File: src/rtl/serial_sub_pkg.sv
// Shared types and helpers for the bit-serial subtractor.
// The state encoding is imported by both the design and its bench.
package serial_sub_pkg;

    typedef enum logic {
        IDLE = 1'b0,
        RUN  = 1'b1
    } state_t;

    // Signed overflow of a - b from the operand sign bits and the result sign bit.
    function automatic logic ovf_calc(input logic a_msb, input logic b_msb, input logic d_msb);
        return (a_msb != b_msb) && (d_msb != a_msb);
    endfunction

endpackage

File: src/rtl/serial_sub_full_sub.sv
// One-bit full subtractor cell: d = a - b - bin with borrow-out.
module full_sub (
    input  logic a,
    input  logic b,
    input  logic bin,
    output logic diff,
    output logic bout
);

    assign diff = a ^ b ^ bin;
    assign bout = (~a & b) | (~a & bin) | (b & bin);

endmodule

File: src/rtl/serial_sub.sv
// Bit-serial N-bit subtractor, LSB first, one full-subtractor cell reused over N cycles.
module serial_sub
    import serial_sub_pkg::*;
#(
    parameter int N = 8
) (
    input  logic         clk,
    input  logic         rst,
    input  logic         start,
    input  logic [N-1:0] a,
    input  logic [N-1:0] b,
    input  logic         bin,
    output logic         busy,
    output logic         done,
    output logic [N-1:0] diff,
    output logic         bout,
    output logic         ovf
);

    localparam int CNT_W = $clog2(N);

    state_t         state, state_nxt;
    logic [N-1:0]   a_sh, b_sh;
    logic [N-2:0]   res;
    logic [N-1:0]   res_nxt;
    logic [CNT_W-1:0] cnt;
    logic           brw;
    logic           a_msb, b_msb;
    logic           d_bit, bo_bit;
    logic           last;

    full_sub u_cell (
        .a    (a_sh[0]),
        .b    (b_sh[0]),
        .bin  (brw),
        .diff (d_bit),
        .bout (bo_bit)
    );

    // Incoming bit lands on top; on the final bit this is the complete result.
    assign res_nxt = {d_bit, res};
    assign last    = (cnt == CNT_W'(N - 1));

    always_ff @(posedge clk) begin
        if (rst) state <= IDLE;
        else     state <= state_nxt;
    end

    always_comb begin
        state_nxt = state;
        case (state)
            IDLE:    if (start) state_nxt = RUN;
            RUN:     if (last)  state_nxt = IDLE;
            default: state_nxt = IDLE;
        endcase
    end

    always_ff @(posedge clk) begin
        if (rst) begin
            a_sh  <= '0;
            b_sh  <= '0;
            res   <= '0;
            cnt   <= '0;
            brw   <= 1'b0;
            a_msb <= 1'b0;
            b_msb <= 1'b0;
            busy  <= 1'b0;
            done  <= 1'b0;
            diff  <= '0;
            bout  <= 1'b0;
            ovf   <= 1'b0;
        end else begin
            done <= 1'b0;
            case (state)
                IDLE: begin
                    if (start) begin
                        a_sh  <= a;
                        b_sh  <= b;
                        brw   <= bin;
                        cnt   <= '0;
                        res   <= '0;
                        a_msb <= a[N-1];
                        b_msb <= b[N-1];
                        busy  <= 1'b1;
                    end
                end
                RUN: begin
                    a_sh <= {1'b0, a_sh[N-1:1]};
                    b_sh <= {1'b0, b_sh[N-1:1]};
                    res  <= res_nxt[N-1:1];
                    brw  <= bo_bit;
                    cnt  <= cnt + 1'b1;
                    if (last) begin
                        busy <= 1'b0;
                        done <= 1'b1;
                        diff <= res_nxt;
                        bout <= bo_bit;
                        ovf  <= ovf_calc(a_msb, b_msb, d_bit);
                    end
                end
                default: ;
            endcase
        end
    end

endmodule

File: config.mk
export PLATFORM = sky130hd
export DESIGN_NAME = serial_sub
export DESIGN_NICKNAME = d
export VERILOG_FILES = /design/src/rtl/serial_sub_pkg.sv /design/src/rtl/serial_sub_full_sub.sv /design/src/rtl/serial_sub.sv
export SDC_FILE = /design/constraint.sdc
export NUM_CORES = 1
export LEC_CHECK = 0
export CAP_MARGIN = 5
export CORE_ASPECT_RATIO = 0.75
export CORE_MARGIN = 2
export CORE_UTILIZATION = 58
export CTS_BUF_LIST = sky130_fd_sc_hd__clkbuf_4 sky130_fd_sc_hd__clkbuf_8
export CTS_CLUSTER_DIAMETER = 80
export DETAILED_ROUTE_END_ITERATION = 7
export PLACE_DENSITY_LB_ADDON = 0.08
export SKIP_CTS_REPAIR_TIMING = 1
export SLEW_MARGIN = 25
export SYNTH_ARGS = -nofsm -noshare
export SYNTH_HDL_FRONTEND = slang
export SYNTH_SLANG_ARGS = --single-unit
File: constraint.sdc
create_clock -name clk -period 2 [get_ports clk]
set_input_delay 0.4 -clock clk [delete_from_list [all_inputs] [get_ports clk]]
set_output_delay 0.4 -clock clk [all_outputs]
set_load 0.05 [all_outputs]
==> load_flow_metrics.sql <==
INSERT INTO impl_metrics (metric_group, metric, value, unit) VALUES
('finish', 'area_delta_synth_final', '17.8', '%'),
('worst_hold_path', 'min-delay-path-class', 'flop to flop', ''),
('sta', 'tns', '0', 'ps'),
('setup_path', 'worst_setup_path_start_kind', 'flop', ''),
('sta', 'unrepaired_setup_endpoints_after_global_routing', 'false', ''),
('sta', 'final.min_clock_period', '1840', 'ps'),
('setup_path', 'critical_path_cell_by_cell', 'clkdlybuf4s50_1', ''),
('global_route', 'grt_max_degree', '43', ''),
('power_and_ir_drop', 'power.density_cell_area', '730', 'nW/um^2'),
('setup_path', 'worst-endpoint-required', '1600', 'ps'),
('setup_path', 'worst_ep_arrival_time', '1440', 'ps'),
('cts', 'worst_setup_hold_path_clk_slew', '70', 'ps'),
('cts', 'max-clock-path-buffers', '2', ''),
('die', 'die_height', '53.3', 'um'),
('setup_path', 'worst_r2r_endpoint', 'ovf$_SDFFE_PP0P_', ''),
('sta', 'worstMarginPinSlew', '500', 'ps'),
('setup_path', 'setup.worst_path.end_class', 'output port', ''),
('die', 'ioPinCount', '32', ''),
('routing', 'remaining_drc_errors', '0', ''),
('cts', 'cts-root-buf', 'sky130_fd_sc_hd__clkbuf_8', ''),
('sta', 'setup_viol_count_final', '0', ''),
('routing', 'drt_first_iter_violations', '60', ''),
('logic_synthesis', 'synth-seq-cells', '42', ''),
('die', 'floorplan.die_area', '3720', 'sq um'),
('sta', 'finalHoldViolCount', '0', ''),
('setup_path', 'crit_path_start', 'bout$_SDFFE_PP0P_', ''),
('setup_path', 'timing.critical_path.slowest_stage_cell', 'sky130_fd_sc_hd__clkdlybuf4s50_1', ''),
('routing', 'routed-via-count', '1309', ''),
('cts', 'insertion_delay', '280', 'ps'),
('setup_path', 'worst_r2r_startpoint', 'brw$_SDFFE_PP0P_', ''),
('cts', 'cts-htree-levels', '2', ''),
('routing', 'antenna_violating_nets_post_route', '0', ''),
('die', 'initial_utilization', '0.623', ''),
('placement', 'globalplace.congestion', '0.689', ''),
('power_and_ir_drop', 'power.leakage', '0.882', 'nW'),
('sta', 'timing.fmax', '0.545', 'GHz'),
('sta', 'max-slew-margin-rel', '0.666', ''),
('setup_path', 'worstSetupPathType', 'flop to output port', ''),
('die', 'row_count', '17', ''),
('logic_synthesis', 'post_synth_inst_count', '184', ''),
('setup_path', 'number_of_buffers_and_inverters_on_the_critical_path', '1', ''),
('global_route', 'antenna_violations_before_repair', '0', ''),
('sta', 'timing.clock.skew', '5.58', 'ps'),
('logic_synthesis', 'seq_area_frac_synth', '0.447', ''),
('power_and_ir_drop', 'vdd.ir_drop.worst', '494', 'uV'),
('setup_path', 'r2r.worst_path.cells', '5', ''),
('die', 'dieWidth', '69.8', 'um'),
('global_route', 'grt_pass1_wl', '5690', 'um'),
('cts', 'cts_sink_count', '42', ''),
('logic_synthesis', 'synth.net_count', '208', ''),
('setup_path', 'timing.critical_path.depth', '1', ''),
('sta', 'final_max_slew_violation_count', '0', ''),
('logic_synthesis', 'post_synth.cell_area_avg', '10.2', 'sq um'),
('global_route', 'grt_overflow', '0', ''),
('finish', 'n_antenna_cell', '0', ''),
('cts', 'clock_tree_from_tritoncts', 'yes', ''),
('logic_synthesis', 'synthDistinctLibCells', '23', ''),
('routing', 'drt-pass1-iter-count', '5', ''),
('outcome', 'outcome', 'completed', ''),
('power_and_ir_drop', 'finalPower', '1.62', 'mW'),
('finish', 'drive_above_1_share', '0.133', ''),
('routing', 'wire_per_inst', '12.7', 'um'),
('setup_path', 'ff2ff_setup_slack', '370', 'ps'),
('placement', 'portBuffers', '31', ''),
('sta', 'period_share', '0.918', ''),
('flow_run', 'cap_violations', '0', ''),
('routing', 'routed_via_density', '5.26', ''),
('die', 'coreArea', '3020', 'sq um'),
('placement', 'detailed_place_hpwl', '2150', 'um'),
('global_route', 'globalRouteTotalUtil', '0.196', ''),
('setup_path', 'category_of_cells_accounting_for_the_largest_share_of_critical_path_delay', 'buffers and inverters', ''),
('setup_path', 'critical_path_peak_fanout', '2', ''),
('routing', 'finalWirelength', '3170', 'um'),
('setup_path', 'cp_slowest_stage_delay', '810', 'ps'),
('finish', 'utilization_of_the_core_after_routing', '0.734', ''),
('setup_path', 'setup.worst_path.end', 'bout', ''),
('global_route', 'first_global_vias', '1312', ''),
('finish', 'final_net_count', '235', ''),
('logic_synthesis', 'post_synth_instance_area', '1880', 'sq um'),
('logic_synthesis', 'synth.yosys.warnings', '0', ''),
('cts', 'numCtsBuffers', '5', '');
-- cell usage after synthesis --
cell type | n | area [sq um]
sky130_fd_sc_hd__clkbuf_8 | 2 | 27.5
sky130_fd_sc_hd__clkbuf_1 | 3 | 11.3
sky130_fd_sc_hd__inv_1 | 2 | 7.51
sky130_fd_sc_hd__and2b_2 | 1 | 8.76
sky130_fd_sc_hd__nor3b_1 | 9 | 67.6
sky130_fd_sc_hd__nor2_2 | 1 | 6.26
sky130_fd_sc_hd__nor2_1 | 31 | 116
sky130_fd_sc_hd__ha_1 | 3 | 37.5
sky130_fd_sc_hd__buf_6 | 6 | 67.6
sky130_fd_sc_hd__and2_2 | 1 | 7.51
sky130_fd_sc_hd__mux2_4 | 14 | 210
sky130_fd_sc_hd__buf_4 | 2 | 15.0
sky130_fd_sc_hd__a211oi_1 | 3 | 22.5
sky130_fd_sc_hd__a221oi_1 | 1 | 8.76
sky130_fd_sc_hd__dfxtp_1 | 42 | 841
sky130_fd_sc_hd__nor3_2 | 1 | 10.0
sky130_fd_sc_hd__nand2_1 | 18 | 67.6
sky130_fd_sc_hd__nor2b_1 | 2 | 12.5
sky130_fd_sc_hd__buf_12 | 1 | 20.0
sky130_fd_sc_hd__a21oi_1 | 18 | 90.1
sky130_fd_sc_hd__fa_1 | 1 | 20.0
sky130_fd_sc_hd__nor3_1 | 3 | 15.0
sky130_fd_sc_hd__mux2i_1 | 19 | 190
-- final cells by class --
| cell class | count | area (sq um) |
|---|---|---|
| Multi-Input combinational cell | 126 | 891 |
| Timing Repair Buffer | 34 | 345 |
| Inverter | 2 | 7.51 |
| Sequential cell | 42 | 841 |
| Clock buffer | 7 | 83.8 |
| Fill cell | 228 | 805 |
| Tap cell | 38 | 47.5 |
-- layer usage --
| layer | vias up | share of wire | track usage |
|---|---|---|---|
| met2 | 23 | 0.46 | 0.345 |
| met4 | 0 | 0.0044 | 0.0673 |
| met1 | 617 | 0.49 | 0.237 |
| li1 | 667 | - | - |
| met3 | 2 | 0.044 | 0.0514 |
| met5 | - | 0 | 0 |
-- cells in the final DEF, fill, tap and decap left out, drive strengths merged --
cell type       n
nor3b           9
and2b           1
fa              1
a21oi          18
ha              3
nor3            4
mux2           14
nor2           32
a211oi          3
dfxtp          42
nand2          18
clkbuf          7
clkdlybuf4s50  31
and2            1
inv             2
buf             3
nor2b           2
mux2i          19
a221oi          1
-- power breakdown --
group	switching [mW]	total (mW)	internal, mW
Clock	0.248	0.515	0.267
Combinational	0.0928	0.213	0.120
Sequential	0.0217	0.890	0.868
Total	0.362	1.62	1.25
-- cells by family (layout without fill, tap and decap cells) --
logic type | after synthesis | after routing | synth area share
compound gates | 22 | 22 | 0.0645
fa+ha+maj | 4 | 4 | 0.0306
buf+inv | 16 | 43 | 0.0792
flops | 42 | 42 | 0.447
mux | 33 | 33 | 0.213
simple gates | 67 | 67 | 0.166
-- how the worst min path moves through the flow --
stage / from / endpoint / slack [ps] / cells after the start
global placement: res[0]$_SDFFE_PP0P_ / diff[0]$_SDFFE_PP0P_ / 440 / 2
detailed placement: diff[5]$_SDFFE_PP0P_ / diff[5]$_SDFFE_PP0P_ / 450 / 2
finish: diff[4]$_SDFFE_PP0P_ / diff[4]$_SDFFE_PP0P_ / 460 / 2
global route: diff[6]$_SDFFE_PP0P_ / diff[6]$_SDFFE_PP0P_ / 470 / 2
CTS: diff[5]$_SDFFE_PP0P_ / diff[5]$_SDFFE_PP0P_ / 460 / 2
floorplan: res[0]$_SDFFE_PP0P_ / diff[0]$_SDFFE_PP0P_ / 430 / 2
-- state kept, by name (all words and copies together), names as in the netlist --
signal	cells
a_msb	1
a_sh	8
b_msb	1
b_sh	8
bout	1
brw	1
busy	1
cnt	3
diff	8
done	1
ovf	1
res	7
state	1
-- metrics by stage --
stage	hold slack, ps	cell area (sq um)	cells	setup WS [ps]
finish	455	2220	249	164
global route	473	2220	249	116
floorplan	427	1880	184	603
detailed placement	447	2130	242	186
CTS	457	2220	249	158
global placement	438	2130	242	258
(Power assumes the default switching activity.)
